`src/rtl/reorder_buffer.sv`:
```
`default_nettype none
// +----------------------------------------------------------------------+
// | reorder_buffer : circular in-order commit queue with branch rollback |
// | Optional ROB_PERF_CNT_EN adds commit_cnt / mispredict_cnt outputs.   |
// | Rev 1.0                                                              |
// +----------------------------------------------------------------------+
module reorder_buffer #(
   parameter int ROB_ID_W = 4,
   parameter int DATA_W   = 32,
   parameter int REG_W    = 5
) (
   input  logic                clk,
   input  logic                rst,
   input  logic                rdy,
   input  logic                alloc_valid,
   input  logic [REG_W-1:0]    alloc_rd,
   input  logic                alloc_is_branch,
   input  logic                alloc_pred_taken,
   input  logic [31:0]         alloc_alt_pc,
   output logic [ROB_ID_W-1:0] alloc_tag,
   output logic                rob_full,
   input  logic [ROB_ID_W-1:0] qry1_tag,
   input  logic [ROB_ID_W-1:0] qry2_tag,
   output logic                qry1_ready,
   output logic                qry2_ready,
   output logic [DATA_W-1:0]   qry1_value,
   output logic [DATA_W-1:0]   qry2_value,
   input  logic                cdb_valid,
   input  logic [ROB_ID_W-1:0] cdb_tag,
   input  logic [DATA_W-1:0]   cdb_value,
   input  logic                cdb_taken,
   output logic                rob_has_res,
   output logic [DATA_W-1:0]   result_to_reg,
   output logic [REG_W-1:0]    regidx_to_reg,
   output logic [ROB_ID_W-1:0] regalias_to_reg,
   output logic                rollback_signal,
`ifdef ROB_PERF_CNT_EN
   output logic [31:0]         commit_cnt,
   output logic [31:0]         mispredict_cnt,
`endif
   output logic [31:0]         rollback_pc
);

   localparam int                  c_nent  = 1 << ROB_ID_W;
   localparam logic [ROB_ID_W-1:0] c_last  = '1;
   localparam logic [ROB_ID_W-1:0] c_one   = ROB_ID_W'(1);

   logic [ROB_ID_W-1:0] r_head;
   logic [ROB_ID_W-1:0] r_tail;
   logic [ROB_ID_W-1:0] r_count;
   logic [c_nent-1:0]   r_busy;
   logic [c_nent-1:0]   r_ready;
   logic [c_nent-1:0]   r_taken;
   logic [c_nent-1:0]   r_is_branch;
   logic [c_nent-1:0]   r_pred_taken;
   logic [DATA_W-1:0]   r_value  [c_nent];
   logic [REG_W-1:0]    r_rd     [c_nent];
   logic [31:0]         r_alt_pc [c_nent];

   logic w_active;
   logic w_do_alloc;
   logic w_do_wb;
   logic w_do_commit;
   logic w_mispredict;
   logic w_writes_reg;

   // Tag 0 is reserved for "no alias", so pointers wrap from the last tag to 1.
   function automatic logic [ROB_ID_W-1:0] next_ptr(input logic [ROB_ID_W-1:0] p);
      return (p == c_last) ? c_one : p + c_one;
   endfunction

   assign alloc_tag = r_tail;
   assign rob_full  = (r_count == c_last);

   // The cycle that presents rollback_signal is the flush cycle: nothing else may act.
   assign w_active     = rdy && !rollback_signal;
   assign w_do_alloc   = w_active && alloc_valid && !rob_full;
   assign w_do_wb      = w_active && cdb_valid && (cdb_tag != '0) && r_busy[cdb_tag];
   assign w_do_commit  = w_active && r_busy[r_head] && r_ready[r_head];
   assign w_mispredict = w_do_commit && r_is_branch[r_head]
                         && (r_taken[r_head] != r_pred_taken[r_head]);
   assign w_writes_reg = w_do_commit && !r_is_branch[r_head] && (r_rd[r_head] != '0);

   always_comb begin
      qry1_ready = 1'b0;
      qry1_value = '0;
      qry2_ready = 1'b0;
      qry2_value = '0;
      if (qry1_tag != '0) begin
         if (r_busy[qry1_tag] && r_ready[qry1_tag]) begin
            qry1_ready = 1'b1;
            qry1_value = r_value[qry1_tag];
         end else if (cdb_valid && cdb_tag == qry1_tag) begin
            qry1_ready = 1'b1;
            qry1_value = cdb_value;
         end
      end
      if (qry2_tag != '0) begin
         if (r_busy[qry2_tag] && r_ready[qry2_tag]) begin
            qry2_ready = 1'b1;
            qry2_value = r_value[qry2_tag];
         end else if (cdb_valid && cdb_tag == qry2_tag) begin
            qry2_ready = 1'b1;
            qry2_value = cdb_value;
         end
      end
   end

   always_ff @(posedge clk) begin
      if (rst) begin
         r_head          <= c_one;
         r_tail          <= c_one;
         r_count         <= '0;
         r_busy          <= '0;
         r_ready         <= '0;
         rob_has_res     <= 1'b0;
         rollback_signal <= 1'b0;
         result_to_reg   <= '0;
         regidx_to_reg   <= '0;
         regalias_to_reg <= '0;
         rollback_pc     <= '0;
      end else if (rollback_signal) begin
         r_head          <= c_one;
         r_tail          <= c_one;
         r_count         <= '0;
         r_busy          <= '0;
         r_ready         <= '0;
         rob_has_res     <= 1'b0;
         rollback_signal <= 1'b0;
      end else begin
         rob_has_res     <= w_writes_reg;
         rollback_signal <= w_mispredict;
         if (w_writes_reg) begin
            result_to_reg   <= r_value[r_head];
            regidx_to_reg   <= r_rd[r_head];
            regalias_to_reg <= r_head;
         end
         if (w_mispredict) begin
            rollback_pc <= r_alt_pc[r_head];
         end
         if (w_do_wb) begin
            r_ready[cdb_tag] <= 1'b1;
         end
         if (w_do_commit) begin
            r_busy[r_head]  <= 1'b0;
            r_ready[r_head] <= 1'b0;
            r_head          <= next_ptr(r_head);
         end
         if (w_do_alloc) begin
            r_busy[r_tail]  <= 1'b1;
            r_ready[r_tail] <= 1'b0;
            r_tail          <= next_ptr(r_tail);
         end
         case ({w_do_alloc, w_do_commit})
            2'b10:   r_count <= r_count + c_one;
            2'b01:   r_count <= r_count - c_one;
            default: r_count <= r_count;
         endcase
      end
   end

   // Payload storage needs no reset: busy/ready qualify every read.
   always_ff @(posedge clk) begin
      if (w_do_wb) begin
         r_value[cdb_tag] <= cdb_value;
         r_taken[cdb_tag] <= cdb_taken;
      end
      if (w_do_alloc) begin
         r_rd[r_tail]         <= alloc_rd;
         r_is_branch[r_tail]  <= alloc_is_branch;
         r_pred_taken[r_tail] <= alloc_pred_taken;
         r_alt_pc[r_tail]     <= alloc_alt_pc;
      end
   end

`ifdef ROB_PERF_CNT_EN
   always_ff @(posedge clk) begin
      if (rst) begin
         commit_cnt     <= '0;
         mispredict_cnt <= '0;
      end else begin
         if (w_do_commit) begin
            commit_cnt <= commit_cnt + 32'd1;
         end
         if (w_mispredict) begin
            mispredict_cnt <= mispredict_cnt + 32'd1;
         end
      end
   end
`endif

endmodule
`default_nettype wire

```
`config.mk`:
```
export PLATFORM = sky130hd
export DESIGN_NAME = reorder_buffer
export DESIGN_NICKNAME = d
export VERILOG_FILES = /design/src/rtl/reorder_buffer.sv
export SDC_FILE = /design/constraint.sdc
export NUM_CORES = 2
export LEC_CHECK = 0
export ABC_AREA = 1
export ABC_CLOCK_PERIOD_IN_PS = 5200
export CORE_UTILIZATION = 30
export DETAILED_ROUTE_END_ITERATION = 6
export SLEW_MARGIN = 20
export SYNTH_ARGS = -nofsm -noshare
export SYNTH_HDL_FRONTEND = slang
export SYNTH_SLANG_ARGS = --single-unit
```
`constraint.sdc`:
```
create_clock -name clk -period 5.2 [get_ports clk]
set_input_delay 0.52 -clock clk [delete_from_list [all_inputs] [get_ports clk]]
set_output_delay 0.52 -clock clk [all_outputs]
set_load 0.01 [all_outputs]
```
* After elaboration in Yosys (flattened, before gate mapping) *
Memory sizes are Yosys's and may differ from the RTL's. A register that Yosys moved wholly into a read port is not among the register bits.
Index checks and enable logic that the tools add are counted.

operators by class
  $mul = 0
  reductions and logical operators = 30
  order comparisons = 8
  shifts and indexed selects = 0
  multiplexer cells = 61
  div/mod/pow operators = 0
  equality and inequality tests = 8
  bitwise logic cells = 8
  add/subtract/negate cells = 4

operators by type and width
  kind                   number
  $mux W32               6
  $mux W16               11
  $and A16 B16 Y16       3
  $bwmux W16             3
  $bmux W1 S4            10
  $not A16 Y16           2
  $or A16 B16 Y16        2
  $lt A4 B5 Y1 const B   5
  $mux W1                23
  $logic_and A1 B1 Y1    19
  $mux W4                4
  $add A4 B1 Y4 const B  3
  $demux W1 S4           3
  $eq A4 B4 Y1 const B   3
  $ge A4 B1 Y1 const B   3
  $reduce_bool A4 Y1     3
  $eq A4 B4 Y1           2
  $pmux W4 S2            1
  $reduce_bool A5 Y1     1
  $reduce_and A2 Y1      2
  $sub A4 B1 Y4 const B  1
  $logic_not A1 Y1       3
  $eq A2 B1 Y1 const B   1
  $eq A2 B2 Y1 const B   1
  other kinds (4)        4

storage, ports and cells
  bits in latches = 0
  logic and storage cells = 134
  input port bits = 89
  memories = 3
  bits in registers = 103
  output and inout bits = 146
  bits in writable memories = 1,104
  ROM bits = 0

memories
  name      depth  width  rd ports  clocked after memory_dff  wr ports  RTL line  RTL
  r_alt_pc  16     32     1         1                         1         58        logic [31:0] r_alt_pc [c_nent];
  r_value   16     32     3         1                         1         56        logic [DATA_W-1:0] r_value [c_nent];
  r_rd      16     5      1         1                         1         57        logic [REG_W-1:0] r_rd [c_nent];

* Depth between registers and ports, before layout *
  depth after elaboration = 14
  gate-level depth with buffers = 19
  depth with buffers taken out = 17

* Worst setup path after synthesis *
Ideal clock, no wire load.

  path kind = input -> register
  start = in cdb_tag[0]
  end = reg r_taken[15], enable pin
  slack = 1.099 ns
  data arrival time = 3.637 ns
  library setup time = 0.464 ns
  cell stages on the path = 8
  required time = 4.736 ns
  path buffers = 0
  cells stage by stage = inv_1 nor2_1 inv_1 o21ai_1 o21ai_0 nand4_1 nand2_1 nor3_1

on the way
  cells in the longest elaborated chain, start to end = 3

ends and longest elaborated chain
  item                                                                  RTL line  RTL
  start, declared                                                       29        input logic [ROB_ID_W-1:0] cdb_tag,
  $bmux W1 S4 or $reduce_bool A4 Y1 (tied branches)                     78        assign w_do_wb = w_active && cdb_valid && (cdb_tag != '0) && r_busy[cdb_tag];
  $mux W1 (implied by the code) or $logic_and A1 B1 Y1 (tied branches)  78
  $logic_and A1 B1 Y1 (*)                                               78
  end signal, assigned by index                                         166       r_taken[cdb_tag] <= cdb_taken;
  end, declared                                                         53        logic [c_nent-1:0] r_taken;

Mark *: on every way between the ends. The rest lies on a longest branch, timed or not. The select of a mux whose other input is x is not followed.
A chain may end at the register's enable or synchronous reset.

* Worst setup path in the final report *
  start = in qry2_tag[0]
  end = out qry2_value[8]

on the way
  cells in the longest elaborated chain, start to end = 5

ends and longest elaborated chain
  item                                                                  RTL line  RTL
  start, declared                                                       23        input logic [ROB_ID_W-1:0] qry2_tag,
  $bmux W1 S4 or $eq A4 B4 Y1 (tied branches)                           99, 102
  $mux W1 (implied by the code) or $logic_and A1 B1 Y1 (tied branches)  99, 102
  $logic_and A1 B1 Y1 or $mux W32 (tied branches)                       99, 102
  $mux W32                                                              99        if (r_busy[qry2_tag] && r_ready[qry2_tag]) begin
  $mux W32 (*)                                                          98        if (qry2_tag != '0) begin
  end, declared                                                         27        output logic [DATA_W-1:0] qry2_value,

Marked as above.

==> impl_metrics.yaml <==
timing:
  rsz0062_at_grt: "false"
  slew_headroom: 0.174
  hold_violations: 0
  fin_setup_tns_ns: 0
  fmax_mhz: 216
  fin_crit_ns: 4.62
  worstMarginPinSlew_ns: 1.24
  skew_ns: 0.0270
  final_max_slew_viol_count: 0
  fin_crit_sh: 0.889
  setup-violations-final: 0
placement:
  place_area_mm2: 0.0656
  gp_congestion: 0.879
  hpwl_um: 127000
  io_buffers: 234
final_layout:
  fin_util: 0.351
  drive_gt1_frac: 0.0679
  stdcell_area_mm2: 0.0702
  nets: 6469
  reg_top3: "r_alt_pc (512), r_value (512), r_rd (80)"
  area_growth_pct: 16.1
  fillers: 19916
power_and_ir_drop:
  p_int_mw: 17.5
  p_seq_frac: 0.495
  powerDensity_mw_per_mm2: 324
  pwr-share-clk: 0.445
  switching_share: 0.230
  irDropWorstVdd_v: 0.000266
  comb_power_share: 0.060
  p_leak_nw: 24.2
  power_switching_mw: 5.22
logic_synthesis:
  synthDistinctLibCells: 44
  yosys_most_used_dff: "edfxtp_1"
  async_flop_share: 0
  synth_top_family_by_area: "compound AO/OA/AOI/OAI gates"
  ys_seq_area_frac: 0.613
  synth_compound_area_frac: 0.187
  synth_area_mm2: 0.0605
  synth_xor_area_frac: 0.000869
  synth_edf_count: 1152
  synthMuxAreaShare: 0
  yosysWarnings: 0
  synth-adder-area-share: 0.00228
  netlist_instances: 6298
  ys_seq_elements: 1275
  synth-simple-area-share: 0.137
  avgSynthCellArea_um2: 9.60
floorplan:
  die_area_mm2: 0.203
  initial_utilization: 0.302
  ios: 235
  rows: 164
  die_w_um: 451
  die_y_um: 451
  core_area_mm2: 0.200
cts:
  clock-root-buffer: "clkbuf_16"
  cts_resized: 0
  cts_hold_buffers: 0
  cts_setup_buffers: 0
  clk_pin_slew_ns: 0.06
  clk_latency_ns: 0.79
  htree_num_levels: 4
  cts.path.max_buffers: 3
  cts_tree: "done"
  clkSinkCount: 1275
  cts_buffers: 137
critical_path:
  worst-setup-path-type: "primary input to output pin"
  crit_required_ns: 4.68
  path_max_fanout: 22
  cp-start-kind: "primary input"
  worst_ep_arrival_time_ns: 4.10
  reg2regPathDepth: 11
  endpoint_kind: "output pin"
  r2r_start: "r_head[0]$_SDFFE_PP1N_"
  startpoint: "qry2_tag[0]"
detailed_routing:
  viasPerCell: 5.51
  drt-total-wl_um: 221000
  ant_nets: 0
  drc_errors: 32
  firstDrtPassIters: 7
  drt_iter0_drc: 6703
  num_vias: 50333
  wire_per_inst_um: 24.2
global_routing:
  grt_pass1_wl_um: 317000
  grt.met1_usage: 0.260
  antenna_found_initial: 22
  grt_pass1_vias: 47328
  track_usage: 0.209
  busiest_layer: "met2"
  grt-ovfl-total: 0
  grt_max_degree: 222
  met2_usage: 0.347
  grt_use_met3: 0.0376
run:
  drv_cap: 0
run_status:
  violations: "design-rule violations"
  status: "finished, violations left"
worst_hold_path:
  hold_depth: 2
  hp-start: "rst"
  hold_path_class: "primary input to flop"
==> power by group through the flow <==
stage	combinational, mW	sequential, mW	clock [mW]
finish	1.37	11.2	10.1
global route	1.46	11.2	10.6
CTS	1.34	11.2	10.3
detailed placement	1.34	11.5	0
global placement	1.32	11.5	0
floorplan	0.656	11.5	0
==> through the flow <==
step	power, mW	instances	hold slack (ns)	worst slack (ns)
2_1_floorplan	12.1	6330	0.445	1.10
3_3_place_gp	12.8	8886	0.459	0.635
3_5_place_dp	12.8	8886	0.466	0.670
4_1_cts	22.9	9136	0.434	0.661
5_1_grt	23.3	9140	0.477	0.480
6_report	22.7	9142	0.441	0.576
==> worst max-delay path, cell delays in order <==
cell and delay, ns:
clkdlybuf4s50_1 0.69, nor2_4 0.32, nand3_1 0.10, o21ai_0 0.08, o21ai_0 0.11, nand2_1 0.11
nand2_1 0.08, nand2_2 0.48, buf_12 0.29, o21bai_1 0.14, nor2_1 0.52, clkdlybuf4s50_1 0.65
==> per-layer routing <==
layer / vias up / wire [µm] / share of wire
met5: - / 125 / 0.00057
met1: 24241 / 83400 / 0.38
met4: 18 / 10700 / 0.048
li1: 22480 / - / -
met3: 651 / 20800 / 0.094
met2: 2943 / 106000 / 0.48
==> final timing paths <==
kind              slack (ns)                              end
hold / removal          0.44           rob_has_res$_SDFF_PP0_
setup reg to reg        1.58   result_to_reg[23]$_SDFFE_PP0P_
hold reg to reg         0.47  regalias_to_reg[0]$_SDFFE_PP0P_
setup / recovery        0.58                    qry2_value[8]
==> cells by family after synthesis <==
family                   Yosys count
other                              1
flip-flops                      1275
XOR/XNOR                           6
buffers and inverters            878
adder cells (fa/ha/maj)           11
AND/OR/NAND/NOR                 2038
AO/OA/AOI/OAI                   2089
==> area by class of cell <==
class	count	area, µm²	share of cell area
Sequential cell	1275	37100	0.528
Multi-Input combinational cell	4177	20100	0.286
Clock buffer	179	3750	0.0534
Timing Repair Buffer	371	3580	0.0510
Tap cell	2656	3320	0.0473
Inverter	407	1550	0.0221
Clock inverter	71	862	0.0123
Antenna cell	6	15.0	0.000214
==> layout by cell type, fill, tap and decap left out, types with 7 or more instances in the layout <==
cell,synthesis,layout
edfxtp_1,1152,1152
o21ai_0,1112,1112
nand2_1,863,862
nor2_1,755,736
a21oi_1,470,470
inv_1,393,374
nand3_1,356,354
o22ai_1,246,246
clkdlybuf4s50_1,0,228
clkbuf_16,0,140
a211oi_1,138,138
dfxtp_1,123,121
buf_4,22,120
o21ai_1,51,51
o211ai_1,38,38
conb_1,1,33
clkbuf_1,284,29
clkinv_2,0,25
inv_2,10,24
nor2_2,21,22
nor3_1,22,19
nor2_4,1,19
buf_12,0,18
clkinv_1,4,15
bufinv_16,0,15
ha_1,11,11
clkbuf_8,0,10
a22oi_1,9,9
a22o_1,8,8
o2111ai_1,7,7
==> cell usage after synthesis, types with 2 or more instances <==
| master | count | area (µm²) |
|---|---|---|
| o211ai_1 | 38 | 285 |
| clkinv_1 | 4 | 15.0 |
| inv_2 | 10 | 37.5 |
| xor2_1 | 4 | 35.0 |
| buf_6 | 15 | 169 |
| xnor2_1 | 2 | 17.5 |
| o22ai_1 | 246 | 1540 |
| nor2_1 | 755 | 2830 |
| nor3_1 | 22 | 110 |
| nand2_1 | 863 | 3240 |
| a211oi_1 | 138 | 1040 |
| ha_1 | 11 | 138 |
| a21oi_1 | 470 | 2350 |
| nand4_1 | 5 | 31.3 |
| o2111ai_1 | 7 | 61.3 |
| o221ai_1 | 5 | 43.8 |
| clkbuf_1 | 284 | 1070 |
| a22o_1 | 8 | 70.1 |
| buf_4 | 22 | 165 |
| buf_1 | 42 | 158 |
| o21ai_0 | 1112 | 5570 |
| nand2_2 | 4 | 25.0 |
| o21ai_1 | 51 | 255 |
| nand3b_1 | 2 | 15.0 |
| nor4_1 | 2 | 12.5 |
| nor2_2 | 21 | 131 |
| a22oi_1 | 9 | 67.6 |
| inv_1 | 393 | 1480 |
| nand3_1 | 356 | 1780 |
| dfxtp_1 | 123 | 2460 |
| edfxtp_1 | 1152 | 34600 |
| buf_2 | 107 | 536 |
| nor3b_1 | 4 | 30.0 |
(Power assumes the default switching activity.)
